## src/rtl/ram_master.sv

```systemverilog
// ram_master: sequences single or burst RAM writes and reads on behalf of a host.
// Writes fill consecutive addresses with one latched data word. Reads return one
// beat at a time through a valid/ready response channel.
// Optional feature: define RAM_MASTER_BURST_EN to honour req_len (req_len+1 beats);
// otherwise every request is a single beat and no beat counter is built.
module ram_master #(
  parameter int unsigned ADDR_WIDTH = 8,
  parameter int unsigned DATA_WIDTH = 8,
  parameter int unsigned LEN_WIDTH  = 4
) (
  input  logic                  clk,
  input  logic                  rst,
  input  logic                  req_valid,
  output logic                  req_ready,
  input  logic                  req_wr,
  input  logic [ADDR_WIDTH-1:0] req_addr,
  input  logic [DATA_WIDTH-1:0] req_wdata,
  input  logic [LEN_WIDTH-1:0]  req_len,
  output logic                  rsp_valid,
  input  logic                  rsp_ready,
  output logic [DATA_WIDTH-1:0] rsp_rdata,
  output logic                  wr_done,
  output logic                  busy,
  output logic [ADDR_WIDTH-1:0] ram_addr,
  output logic [DATA_WIDTH-1:0] ram_data,
  output logic                  ram_wr_rd,
  input  logic [DATA_WIDTH-1:0] ram_data_out
);

  typedef enum logic [2:0] {
    StIdle,
    StWr,
    StRdAddr,
    StRdCap,
    StRspWait
  } state_e;

  state_e                state_q, state_d;
  logic [ADDR_WIDTH-1:0] addr_q, addr_d;
  logic [DATA_WIDTH-1:0] wdata_q, wdata_d;
  logic [DATA_WIDTH-1:0] rdata_q, rdata_d;
  logic                  wr_done_q, wr_done_d;
  logic                  accept;
  logic                  advance;
  logic                  last_beat;

`ifdef RAM_MASTER_BURST_EN
  logic [LEN_WIDTH-1:0] cnt_q, cnt_d;

  assign last_beat = (cnt_q == '0);

  // Beat counter: loads beats-minus-one on accept, counts down per completed beat.
  always_comb begin
    cnt_d = cnt_q;
    if (accept) begin
      cnt_d = req_len;
    end else if (advance) begin
      cnt_d = cnt_q - 1'b1;
    end
  end

  // Beat counter register.
  always_ff @(posedge clk or posedge rst) begin
    if (rst) begin
      cnt_q <= '0;
    end else begin
      cnt_q <= cnt_d;
    end
  end
`else
  // Single-beat build: every beat is the last one and req_len is not used.
  assign last_beat = 1'b1;
  logic unused_beat;
  assign unused_beat = ^{req_len, accept, advance};
`endif

  // Next-state logic; the address is only bumped when another beat follows, so
  // ram_addr keeps showing the last address used once the burst ends.
  always_comb begin
    state_d   = state_q;
    addr_d    = addr_q;
    wdata_d   = wdata_q;
    rdata_d   = rdata_q;
    wr_done_d = 1'b0;
    accept    = 1'b0;
    advance   = 1'b0;
    unique case (state_q)
      StIdle: begin
        if (req_valid) begin
          accept  = 1'b1;
          addr_d  = req_addr;
          wdata_d = req_wdata;
          state_d = req_wr ? StWr : StRdAddr;
        end
      end
      StWr: begin
        if (last_beat) begin
          wr_done_d = 1'b1;
          state_d   = StIdle;
        end else begin
          advance = 1'b1;
          addr_d  = addr_q + 1'b1;
        end
      end
      StRdAddr: begin
        state_d = StRdCap;
      end
      StRdCap: begin
        rdata_d = ram_data_out;
        state_d = StRspWait;
      end
      StRspWait: begin
        if (rsp_ready) begin
          if (last_beat) begin
            state_d = StIdle;
          end else begin
            advance = 1'b1;
            addr_d  = addr_q + 1'b1;
            state_d = StRdAddr;
          end
        end
      end
      default: begin
        state_d = StIdle;
      end
    endcase
  end

  // State and datapath registers; reset aborts any burst at once.
  always_ff @(posedge clk or posedge rst) begin
    if (rst) begin
      state_q   <= StIdle;
      addr_q    <= '0;
      wdata_q   <= '0;
      rdata_q   <= '0;
      wr_done_q <= 1'b0;
    end else begin
      state_q   <= state_d;
      addr_q    <= addr_d;
      wdata_q   <= wdata_d;
      rdata_q   <= rdata_d;
      wr_done_q <= wr_done_d;
    end
  end

  // Outputs decoded from the state so reset forces them idle without a clock.
  always_comb begin
    req_ready = (state_q == StIdle);
    busy      = (state_q != StIdle);
    rsp_valid = (state_q == StRspWait);
    rsp_rdata = rdata_q;
    wr_done   = wr_done_q;
    ram_addr  = addr_q;
    ram_wr_rd = (state_q == StWr);
    ram_data  = (state_q == StWr) ? wdata_q : '0;
  end

endmodule

```

## config.mk

```make
export PLATFORM = sky130hd
export DESIGN_NAME = ram_master
export DESIGN_NICKNAME = d
export VERILOG_FILES = /design/src/rtl/ram_master.sv
export SDC_FILE = /design/constraint.sdc
export NUM_CORES = 1
export LEC_CHECK = 0
export CORE_AREA = 2 2 54 66
export DETAILED_ROUTE_END_ITERATION = 12
export DIE_AREA = 0 0 56 68
export PLACE_DENSITY = 0.76
export SKIP_LAST_GASP = 1
export SYNTH_ARGS = -nofsm -noshare
export SYNTH_HDL_FRONTEND = slang
export SYNTH_SLANG_ARGS = --single-unit
```

## constraint.sdc

```tcl
create_clock -name clk -period 1.7 [get_ports clk]
set_input_delay 0.34 -clock clk [delete_from_list [all_inputs] [get_ports clk]]
set_output_delay 0.34 -clock clk [all_outputs]
set_load 0.02 [all_outputs]
```

After elaboration in Yosys (flattened, before gate mapping)

Index checks and enable logic that the tools add are counted.

Mux-type cells: 6
Reductions and logical operators: 4
Equality and inequality tests: 6

Operators by type and width:

| kind               | number |
|---|---|
| $pmux 3 s4         | 1 |
| $mux 8             | 1 |
| $eq 3x2->1 const B | 2 |
| $mux 3             | 2 |
| $reduce_and 2->1   | 2 |
| $eq 3x1->1 const B | 1 |
| $eq 3x3->1 const B | 1 |
| $logic_not 3->1    | 1 |
| $reduce_bool 3->1  | 1 |
| $mux 2             | 1 |
| $ne 2x1->1 const B | 1 |
| $ne 2x2->1 const B | 1 |
| $mux 1             | 1 |

Word-level logic and storage cells: 21
Input bits: 33
Flip-flop bits (word level): 28
Output and inout port bits: 29

Depth between registers and ports, before layout

Depth after elaboration: 3
Depth in mapped cells: 4
Gate-level depth less buffers: 2

Worst setup path before layout

Ideal clock, no wire load.

Path kind: register -> output
From: register state_q[1]
To: output port ram_data[0]
Cell stages (with the launch flop): 4
Required time: 1.360 ns
Slack: -0.321 ns
Arrival: 1.681 ns
Cell sequence: dfrtp_1 -> buf_2 -> nor3b_1 -> and2_1

Cells in the longest elaborated chain, start to end: 2

Ends and longest elaborated chain:

| what                   | RTL line | source |
|---|---|---|
| start, declared        | 38       | `state_e state_q, state_d;` |
| start signal, assigned | 132      | `state_q <= StIdle;` |
| start signal, assigned | 138      | `state_q <= state_d;` |
| $eq 3x1->1             | --       |  |
| net ram_wr_rd          | 26       | `output logic ram_wr_rd,` |
| $mux 8                 | 155      | `ram_data = (state_q == StWr) ? wdata_q : '0;` |
| end, declared          | 25       | `output logic [DATA_WIDTH-1:0] ram_data,` |

The timed path passes the listed nets, and every way through them passes these cells.

Worst setup path after layout

From: register state_q[0]
To: output port ram_data[6]

Cells in the longest elaborated chain, start to end: 2

Ends and longest elaborated chain:

| what       | RTL line |
|---|---|
| $eq 3x1->1 | 155 |
| $mux 8     | 155 |

No other way between the ends.

==> metrics.txt <==
critical path class reg2out; Yosys top cell by area dfrtp_1; Post-DP Area between 1500 and 2000 um^2; Leak 0.8169 nW; CP most frequent cell buf_4; clk_lat worst skew 0.27 ns; RSZ-0062 raised after global routing yes; min Tclk post-route 1.753 ns; global-route wire length before repair 4181 um; max_cap viols 0; I/O pin count 62; Slew HR between 70 and 80%; commonest cells in the netlist 28 x dfrtp_1, 24 x mux2_2, 8 x and2_1; clk buf depth 2; critical-path cell list nor3b_2 -> buf_4 -> buf_4 -> and2_1 -> buf_2; antenna violations before repair 0; # placed instances 176; grt ovf 0; clock-pin slew on the worst setup and hold paths 0.09 ns; crit-path max FO 8; Worst Tran Pin Value about 0.42 ns; Avg Inst Size Synth 14.82 um^2; drt drc 0; hold_ws 0.4342 ns; Final Hold Vio Count 0; Post-synth EDFFs 0; Synth top area share ~61%; Initial Util 35.87%; critical path capture point type output pin; Synth area leaders dfrtp_1 61%, mux2_2 23%, and2_1 4.3%; flop2flop setup slack 0.14 ns; HPWL after detailed placement 1996 um; Port Buffers 57; largest net degree at the start of global routing 29; Synth Cell Area 1156 um^2; H-tree depth 1; Post-DRT Antenna Nets 0; Final #Nets roughly 180; final non-filler cell area about 1800 um^2; CTS Sinks 28; proportion of layout cells with a drive suffix above 1 36.11%; vias per cell approximately 4.7; status complete, but fails checks; placer congestion estimate 0.7286; Ys Warns 0; endpoints failing setup 2; Die ar. 3808 um^2; Async SR Flop Fraction 100.0%; fin cells 181; FMAX ~0.57 GHz; Final Slew Violations 0; synth-to-layout area growth 59.85%; vias in the first global route just over 900; Die Span Y approximately 68 um; Initial DRC Count 9; Critical Path RT 1.36 ns; Worst setup SP type flip-flop; Core Area 3223 um^2; GRT Total Usage approximately 14%; worst clock skew 0.002802 ns; Die X 56 um; final period utilization 103.1%; Slowest-stage cell, CP dfrtp_1; Hold Crit Class in2async; ys flop type dfrtp_1; failing checks setup timing; final setup margin -0.05258 ns; #FFs+latches synth 28; vias 853; sequential fraction of the synthesis area 60.61%; TritonCTS clock tree done; DRT Wirelength ~2500 um; Final Total Pwr 0.003542 W; Yosys cell types 17; Arrival @ worst endpoint 1.41 ns; count leader, synth dfrtp_1; Cell Pwr Density 1917 nW/um^2; CTS root buf clkbuf_8; Cells after Synth 78; DR pass1 iterations 2; worst vdd ir 0.9738 mV; CP peak stage delay approximately 0.40 ns; syn nets 111; FP Rows 23; Setup WS pre-CTS -0.1472 ns; Avg WL per Cell 13.91 um; CTS Buf Count 3; total inserted antenna cells 0
==> repair_timing <==
| action | 4_1_cts | 5_1_grt |
|---|---|---|
| hold buffers | 0 | 0 |
| resized for setup | 41 | 10 |
| endpoints found under the hold margin | 0 | 0 |
| setup endpoints to repair | 12 | 8 |
| setup buffers | 1 | 0 |
==> logic make-up after synthesis <==
kind of cell	share of synthesized area, %
simple gates	11.25
buf+inv	3.680
mux	23.38
compound gates	1.082
flops	60.61
==> metrics by stage <==
step / setup TNS [ns] / utilization (%)
finish: -0.1049 / 57.34
global route: -0.2969 / 57.34
CTS: -0.3138 / 57.26
detailed placement: -2.215 / 55.94
global placement: -1.806 / 55.94
floorplan: 0 / -
==> worst max-delay path, delay by kind of cell (launching register included) <==
family / cells / cell delay, ns
buffers and inverters: 3 / 0.44
DFF: 1 / 0.40
and+or+nand+nor: 2 / 0.31
==> layout by cell type (no fill, tap or decap) <==
| cell type | Yosys | layout |
|---|---|---|
| inv_1 | 2 | 2 |
| nor3_4 | 0 | 1 |
| clkbuf_8 | 0 | 3 |
| nor3b_1 | 2 | 1 |
| o21a_1 | 1 | 1 |
| clkdlybuf4s50_1 | 0 | 45 |
| buf_4 | 1 | 11 |
| dfrtp_1 | 28 | 28 |
| a21oi_1 | 1 | 1 |
| dlygate4sd2_1 | 0 | 1 |
| nor2b_1 | 1 | 1 |
| nor4b_4 | 1 | 1 |
| nand3b_1 | 1 | 1 |
| or4b_2 | 1 | 1 |
| clkbuf_2 | 0 | 2 |
| buf_2 | 1 | 6 |
| buf_6 | 2 | 1 |
| nor2_1 | 1 | 1 |
| nand2_1 | 1 | 1 |
| and2_1 | 8 | 8 |
| bufinv_16 | 0 | 1 |
| nor3b_2 | 0 | 1 |
| nor3_1 | 2 | 1 |
| mux2_2 | 24 | 24 |
==> worst paths after layout <==
check | startpoint | depth (start not counted) | end
worst min-delay path | rst | 3 | wdata_q[7]
worst max register to register | state_q[2] | 4 | ram_addr[7]
worst min register to register | wdata_q[0] | 1 | wdata_q[0]
min in group clk | wdata_q[0] | 1 | wdata_q[0]
max in group asynchronous | rst | 3 | rsp_rdata[3]
worst max-delay path | state_q[0] | 5 | ram_data[6]
==> per-layer routing <==
layer | part of all wire [%] | GRT usage (%) | up-vias
met2 | 58 | 26.47 | 24
met5 | 0 | 0 | -
li1 | - | - | 394
met1 | 37 | 16.14 | 433
met4 | 1.4 | 7.143 | 0
met3 | 4.1 | 1.701 | 2
==> report_power, final <==
part / internal [W] / switching, W
Sequential: 0.00100 / 0.000161
Clock: 0.000315 / 0.000192
Combinational: 0.00100 / 0.000872
==> cell type report <==
type / count / area, um^2
clock buffers: 3 / 41.29
clock inverters: 1 / 30.03
fillers: 290 / 1375
inverters: 2 / 7.507
multi-input cells: 44 / 429.2
flip-flops and latches: 28 / 700.7
well taps: 37 / 46.29
repair buffers: 66 / 593.1
==> registers in the layout (all words and copies together) (netlist names) <==
signal	count
ram_addr	8
rsp_rdata	8
state_q	3
wr_done	1
wdata_q	8
Note: power is estimated with default switching activity, not from simulation.
